[config.mk]
export PLATFORM = sky130hd
export DESIGN_NAME = serial_sum8_signed
export DESIGN_NICKNAME = d
export VERILOG_FILES = /design/src/rtl/serial_sum_pkg.sv /design/src/rtl/sum_acc_dp.sv /design/src/rtl/serial_sum8_signed.sv
export SDC_FILE = /design/constraint.sdc
export NUM_CORES = 1
export LEC_CHECK = 0
export CAP_MARGIN = 20
export CORE_UTILIZATION = 44
export CTS_CLUSTER_DIAMETER = 200
export CTS_CLUSTER_SIZE = 28
export DETAILED_ROUTE_END_ITERATION = 16
export GPL_TIMING_DRIVEN = 0
export PLACE_DENSITY = 0.8
export RECOVER_POWER = 25
export SYNTH_ARGS = -nofsm -noshare
export SYNTH_HDL_FRONTEND = slang
export SYNTH_SLANG_ARGS = --single-unit
[constraint.sdc]
create_clock -name clk -period 2.3 [get_ports clk]
set_input_delay 0.345 -clock clk [delete_from_list [all_inputs] [get_ports clk]]
set_output_delay 0.345 -clock clk [all_outputs]
set_load 0.01 [all_outputs]
[src/rtl/serial_sum_pkg.sv]
// serial_sum_pkg: shared constants and FSM state type for the serial signed summer.
package serial_sum_pkg;
  localparam int N_OPS = 8;
  localparam int CNT_W = 3;
  localparam int EXT_W = 3;
  typedef enum logic {ACCUM, HOLD} state_t;
endpackage

[src/rtl/sum_acc_dp.sv]
// sum_acc_dp: sign-extending accumulator; sum is the running total including the current operand.
module sum_acc_dp
  import serial_sum_pkg::*;
#(
  parameter int width = 17
) (
  input  logic                   clk,
  input  logic                   rst,
  input  logic                   clr,
  input  logic                   en,
  input  logic [width-1:0]       data,
  output logic [width+EXT_W-1:0] sum
);
  logic [width+EXT_W-1:0] acc;
  always_comb sum = acc + {{EXT_W{data[width-1]}}, data};
  always_ff @(posedge clk) begin
    if (rst || clr) acc <= '0;
    else if (en) acc <= sum;
  end
endmodule

[src/rtl/serial_sum8_signed.sv]
// serial_sum8_signed: sums groups of 8 signed operands; SUM_LAST_EN adds s_last to close a group early.
module serial_sum8_signed
  import serial_sum_pkg::*;
#(
  parameter int width = 17
) (
  input  logic                   clk,
  input  logic                   rst,
  input  logic                   s_valid,
  output logic                   s_ready,
  input  logic [width-1:0]       s_data,
`ifdef SUM_LAST_EN
  input  logic                   s_last,
`endif
  output logic                   m_valid,
  input  logic                   m_ready,
  output logic [width+EXT_W-1:0] m_data
);
  state_t state;
  logic [CNT_W-1:0] cnt;
  logic accept, close;
  logic [width+EXT_W-1:0] sum;
  always_comb s_ready = state == ACCUM;
  always_comb m_valid = state == HOLD;
  always_comb accept = s_valid && s_ready;
`ifdef SUM_LAST_EN
  always_comb close = accept && (s_last || cnt == CNT_W'(N_OPS - 1));
`else
  always_comb close = accept && cnt == CNT_W'(N_OPS - 1);
`endif
  // Accumulator clears as the group closes; m_data carries the result through HOLD.
  sum_acc_dp #(.width(width)) u_dp (
    .clk  (clk),
    .rst  (rst),
    .clr  (close),
    .en   (accept),
    .data (s_data),
    .sum  (sum)
  );
  always_ff @(posedge clk) begin
    if (rst) begin
      state  <= ACCUM;
      cnt    <= '0;
      m_data <= '0;
    end else if (state == ACCUM) begin
      if (accept) cnt <= close ? '0 : cnt + 1'b1;
      if (close) begin
        state  <= HOLD;
        m_data <= sum;
      end
    end else if (m_ready) begin
      state <= ACCUM;
    end
  end
endmodule

## Word level (Yosys, flattened, before mapping)

Index checks and enable logic that the tools add are counted.

- Bits of input ports: 21
- Output and inout bits: 22
- Register bits: 44

- Add/sub/neg operators: 2
- Multiplexer cells: 4
- Reduce and logical (&&, ||, !) cells: 5
- Bitwise logic cells: 1
- Equal/unequal tests: 1

Operators with widths:

| kind | number |
|---|---|
| adder 20 bit | 1 |
| AND reduction 2 bit | 2 |
| adder 3 x 1 -> 3 bit (second input constant) | 1 |
| equality test 3 bit (second input constant) | 1 |
| 2-to-1 mux 1 bit | 3 |
| 2-to-1 mux 3 bit | 1 |
| logical AND 1 bit | 2 |
| logical OR 1 bit | 1 |
| NOT 1 bit | 1 |

## Logic depth before layout (Yosys ltp)

- Depth in word-level cells: 5
- Gate-level depth with buffers: 9
- Mapped depth without buffers: 9

## Cells and area by module

A second synthesis with hierarchy kept.

- Cells, all modules: 364
- Area total of the unflattened synthesis: 2911.5 sq um

Modules (own cells, without submodules):

| module | instances | cells an instance | area each (sq um) | seq. area each (sq um) |
|---|---|---|---|---|
| sum_acc_dp | 1 | 257 | 1999.4 | 400.4 |
| serial_sum8_signed | 1 | 107 | 912.1 | 480.5 |

## Worst setup path before layout

Ideal clock, no wire load.

- Path kind: input -> register
- Start point: input port s_data[0]
- End point: register u_dp.acc[16]
- Setup slack: 0.015 ns
- Data arrival time: 2.215 ns
- Stages: 9
- Library setup time: 0.070 ns
- Cell sequence: ha_1 -> fa_1 -> a21o_1 -> a21oi_1 -> o211ai_1 -> a221oi_1 -> xnor2_1 -> nand2_1 -> a21oi_1

- Cells in the longest elaborated chain, start to end: 1

RTL lines:

| what | line | text |
|---|---|---|
| start: declaration | serial_sum8_signed.sv:11 | `input logic [width-1:0] s_data,` |
| adder 20 bit | sum_acc_dp.sv:15 | `always_comb sum = acc + {{EXT_W{data[width-1]}}, data};` |
| end signal: assignment | sum_acc_dp.sv:18 | `else if (en) acc <= sum;` |
| end: declaration | sum_acc_dp.sv:14 | `logic [width+EXT_W-1:0] acc;` |

No other way between the ends.
A chain may end at the register's enable or synchronous reset.

## Worst setup path in the final report

- Start point: register u_dp.acc[1]
- End point: register u_dp.acc[19]

- Cells in the longest elaborated chain, start to end: 1

RTL lines:

| what | line |
|---|---|
| adder 20 bit | sum_acc_dp.sv:15 |

No other way between the ends.

==> impl_results.md <==
* Die W at 80.6 um
* Tightest Pin Transition at 611 ps
* TritonCTS buffer count at 5
* Number of diodes at 0
* Synth warn at 0
* Max Cap Violations at 0
* Largest net degree at the start of global routing at 16
* Vias/cell at between 5 and 6
* Setup ws final at -33.7 ps
* Simple logic cell fraction of the synthesized area at 0.241
* Async SR Flop Fraction at 0
* Cell Count, Final, Fillers Out at 485
* Fmax at around 430 MHz
* Setup WS pre-CTS at -717 ps
* Total power at 2.36 mW
* CP peak stage delay at about 360 ps
* Final Setup Violations at 3
* Gr ovfl total at 0
* Dpl hpwl at between 5 and 6 mm
* Starting Density at 0.459
* #FFs+latches synth at 44
* Area of the die at about 0.0065 mm2
* Pre-antenna DRT Iters at 5
* Placed Cells at 466
* Worst setup SP type: register
* Outcome: complete, but fails checks
* Number of antenna violations at the first check in global routing at 0
* H-Tree Depth at 2
* GP Congestion at 0.938
* Synth top area cells: dfxtp_1 (32%), ha_1 (9.7%), nand2_1 (9.5%)
* Area Growth Syn to Fin at 36.9%
* Sw Share at 0.359
* Compound-gate portion of the synthesized area at 0.238
* Internal power at 1.51 mW
* Post-Synth Adder-Cell Area at 0.104
* Main combinational cell family by area after synthesis: simple AND/OR/NAND/NOR gates
* Combinational Power Share at 0.370
* Max Slew Vio Count at 0
* Slowest cell on crit path: dfxtp_2
* CTS Hold Buffers Added at 0
* Post-synthesis xor/xnor area fraction at 0.0452
* Failing checks: negative setup slack
* Root Driver: clkbuf_8
* Clock Path Buffers at 2
* Area share of the largest cell type after synthesis at 0.324
* Sw power at ~0.85 mW
* HP Start: m_data[12]
* Clk pwr share at 0.268
* Min Tclk post-route at around 2300 ps
* CP Launch Point: u_dp.acc[1]
* CP Class: reg -> reg
* Per-cell routed wire length at about 16 um
* Register area share after synthesis at 0.324
* CP Data Arrival Time at between 2000 and 3000 ps
* Fin nets at ~450
* Post-DRT Antenna Nets at 0
* Unrepaired setup endpoints after global routing: true
* Syn Area/Cell at 7.78 um2
* Mapped cell area at roughly 0.0027 mm2
* Mux contribution to synthesized area at 0.00415
* Top delay family on crit path: compound AO/OA/AOI/OAI gates
* VDD IR max at between 0.4 and 0.5 mV
* Number of fill cells at slightly above 500
* Period utilisation layout at 1.01
* Worst-path clk slew at roughly 90 ps
* Core Footprint at 0.00592 mm2
* Layout cells sized above 1 at 0.188
* Final Skew at between 10 and 15 ps
* Sequential power share at 0.362
* Die height at 80.6 um
* Main flop type after synthesis: dfxtp_1
* HP Class: reg -> reg
* Vias at approximately 2.9k
* I/O Buffers at between 40 and 50
* Clock latency on the worst-skew pair at 310 ps
* DRT Wirelength at 7.93 mm
* Total GRT Usage at 0.246
* Hold Fails Final Rpt at 0
* EDFF count, synth at 0
* DRC at 0
* Row Count at 28
* Required @ worst endpoint at 2510 ps
* First-pass GRT wire length at between 10 and 15 mm
* P per Cell Area at 636 mW/mm2
* Cells after Synth at around 350
* Clk sink count at 44
* Number of global-route vias before repair at 2638
* Yosys top cell by area: dfxtp_1
* Iter 0 DRT Violations at 213
* Relative slew slack at 0.593
* Synth unique cells at between 50 and 60
* Max Fanout on Critical Path at 4
* Post-Syn Nets at 392
* R2R Path Start: u_dp.acc[1]
* Crit path cell chain: ha_4 > a21oi_2 > nand4b_1 > buf_4 > a211o_4 > a21oi_4 > o41a_1 > a31oi_1 > a41o_2
* CP endpoint kind: register
* I/O pin total at 43
* CP bufs+invs at 1
* LEAKAGE at around 1.5 nW
* TritonCTS clock tree: built
==> cells in the final DEF, fill, tap and decap left out, types with 3 or more instances in the layout <==
| cell type | count |
|---|---|
| a21o_1 | 9 |
| a21oi_1 | 39 |
| a21oi_2 | 7 |
| a21oi_4 | 4 |
| a32oi_1 | 3 |
| buf_2 | 4 |
| buf_4 | 14 |
| clkbuf_1 | 11 |
| clkbuf_8 | 5 |
| clkdlybuf4s50_1 | 21 |
| dfxtp_1 | 42 |
| dlygate4sd2_1 | 5 |
| dlygate4sd3_1 | 14 |
| ha_1 | 11 |
| ha_4 | 9 |
| inv_1 | 6 |
| nand2_1 | 68 |
| nand3_1 | 11 |
| nand4_1 | 6 |
| nor2_1 | 18 |
| nor2b_1 | 3 |
| nor3_1 | 6 |
| o21ai_0 | 10 |
| o21ai_1 | 4 |
| o21bai_1 | 3 |
| or3_1 | 4 |
| xnor2_1 | 8 |
| xor2_1 | 4 |
==> stage by stage <==
stage	setup TNS, ps	cell area (um2)	hold slack (ps)	utilization
global route	-658	3720	482	0.628
global placement	-11460	3230	445	0.545
finish	-65.0	3720	457	0.628
CTS	0	3490	462	0.589
floorplan	0	2720	436	-
detailed placement	-12640	3230	448	0.545
==> layer usage <==
layer	part of all wire	GRT usage	up-vias	wire, um
met5	0	0	-	0
met4	0.028	0.0857	0	226
met3	0.067	0.0625	28	533
met2	0.49	0.419	132	3890
met1	0.41	0.296	1347	3280
li1	-	-	1371	-
==> power by group through the flow <==
stage               registers (mW)  clock network, mW  logic (mW)
floorplan                    0.855                  0       0.502
global placement             0.860                  0       0.657
detailed placement           0.862                  0       0.674
CTS                          0.850              0.645       0.735
global route                 0.861              0.685       0.941
finish                       0.855              0.633       0.874
==> worst paths after layout <==
check                 endpoint  slack, ps  cells past startpoint
setup / recovery  u_dp.acc[19]        -30                      9
hold / removal      m_data[12]        460                      2
setup reg to reg  u_dp.acc[19]        -30                      9
hold reg to reg     m_data[12]        460                      2
==> timing repair <==
| item | in CTS | in global routing |
|---|---|---|
| setup buffers | 7 | 7 |
| pin swaps | 22 | 21 |
| endpoints found under the hold margin | 0 | 0 |
| endpoints found under the setup margin | 15 | 23 |
| resized for setup | 27 | 38 |
==> worst min-delay path: stages (launching register included) <==
cell     delay (ps)
dfxtp_1         320
nand2_1          50
a21oi_1          50
==> logic make-up after synthesis <==
family	Yosys count
buf+inv	28
xor+xnor	14
compound gates	101
fa+ha+maj	22
mux	1
simple gates	139
flops	44
==> state kept, by name, summed over array words and instances, names as in the netlist <==
| register | flops |
|---|---|
| cnt | 3 |
| m_data | 20 |
| m_valid | 1 |
| u_dp.acc | 20 |
==> cells in the mapped netlist, types with 2 or more instances <==
library cell  instances
dfxtp_1              44
a211oi_1              3
o21ai_0              14
or3_1                 4
o21ai_2               2
ha_1                 21
a21oi_2               3
nand3_1              12
nor2b_1               3
and4_1                2
a21oi_1              47
a21o_1                9
or4_1                 2
nand2b_1              2
nor2_1               19
o31ai_1               2
and2_1                3
nor3_1                6
xor2_1                4
xnor2_1              10
a31oi_1               3
nand2_1              69
o21bai_1              3
a32oi_1               3
o211ai_1              2
clkbuf_1             14
nand3b_1              2
o21a_1                2
buf_2                 5
inv_1                 6
nand4_1               6
==> layout make-up <==
cell class | count | area, um2 | share of cell area
plain buffers | 18 | 85.1 | 0.0229
clock buffers | 5 | 68.8 | 0.0185
clock inverters | 3 | 46.3 | 0.0125
inverters | 7 | 26.3 | 0.00707
multi-input cells | 277 | 1990 | 0.536
flip-flops and latches | 44 | 883 | 0.238
well taps | 75 | 93.8 | 0.0253
repair buffers | 56 | 520 | 0.140
Power figures use the tool's default switching activity.
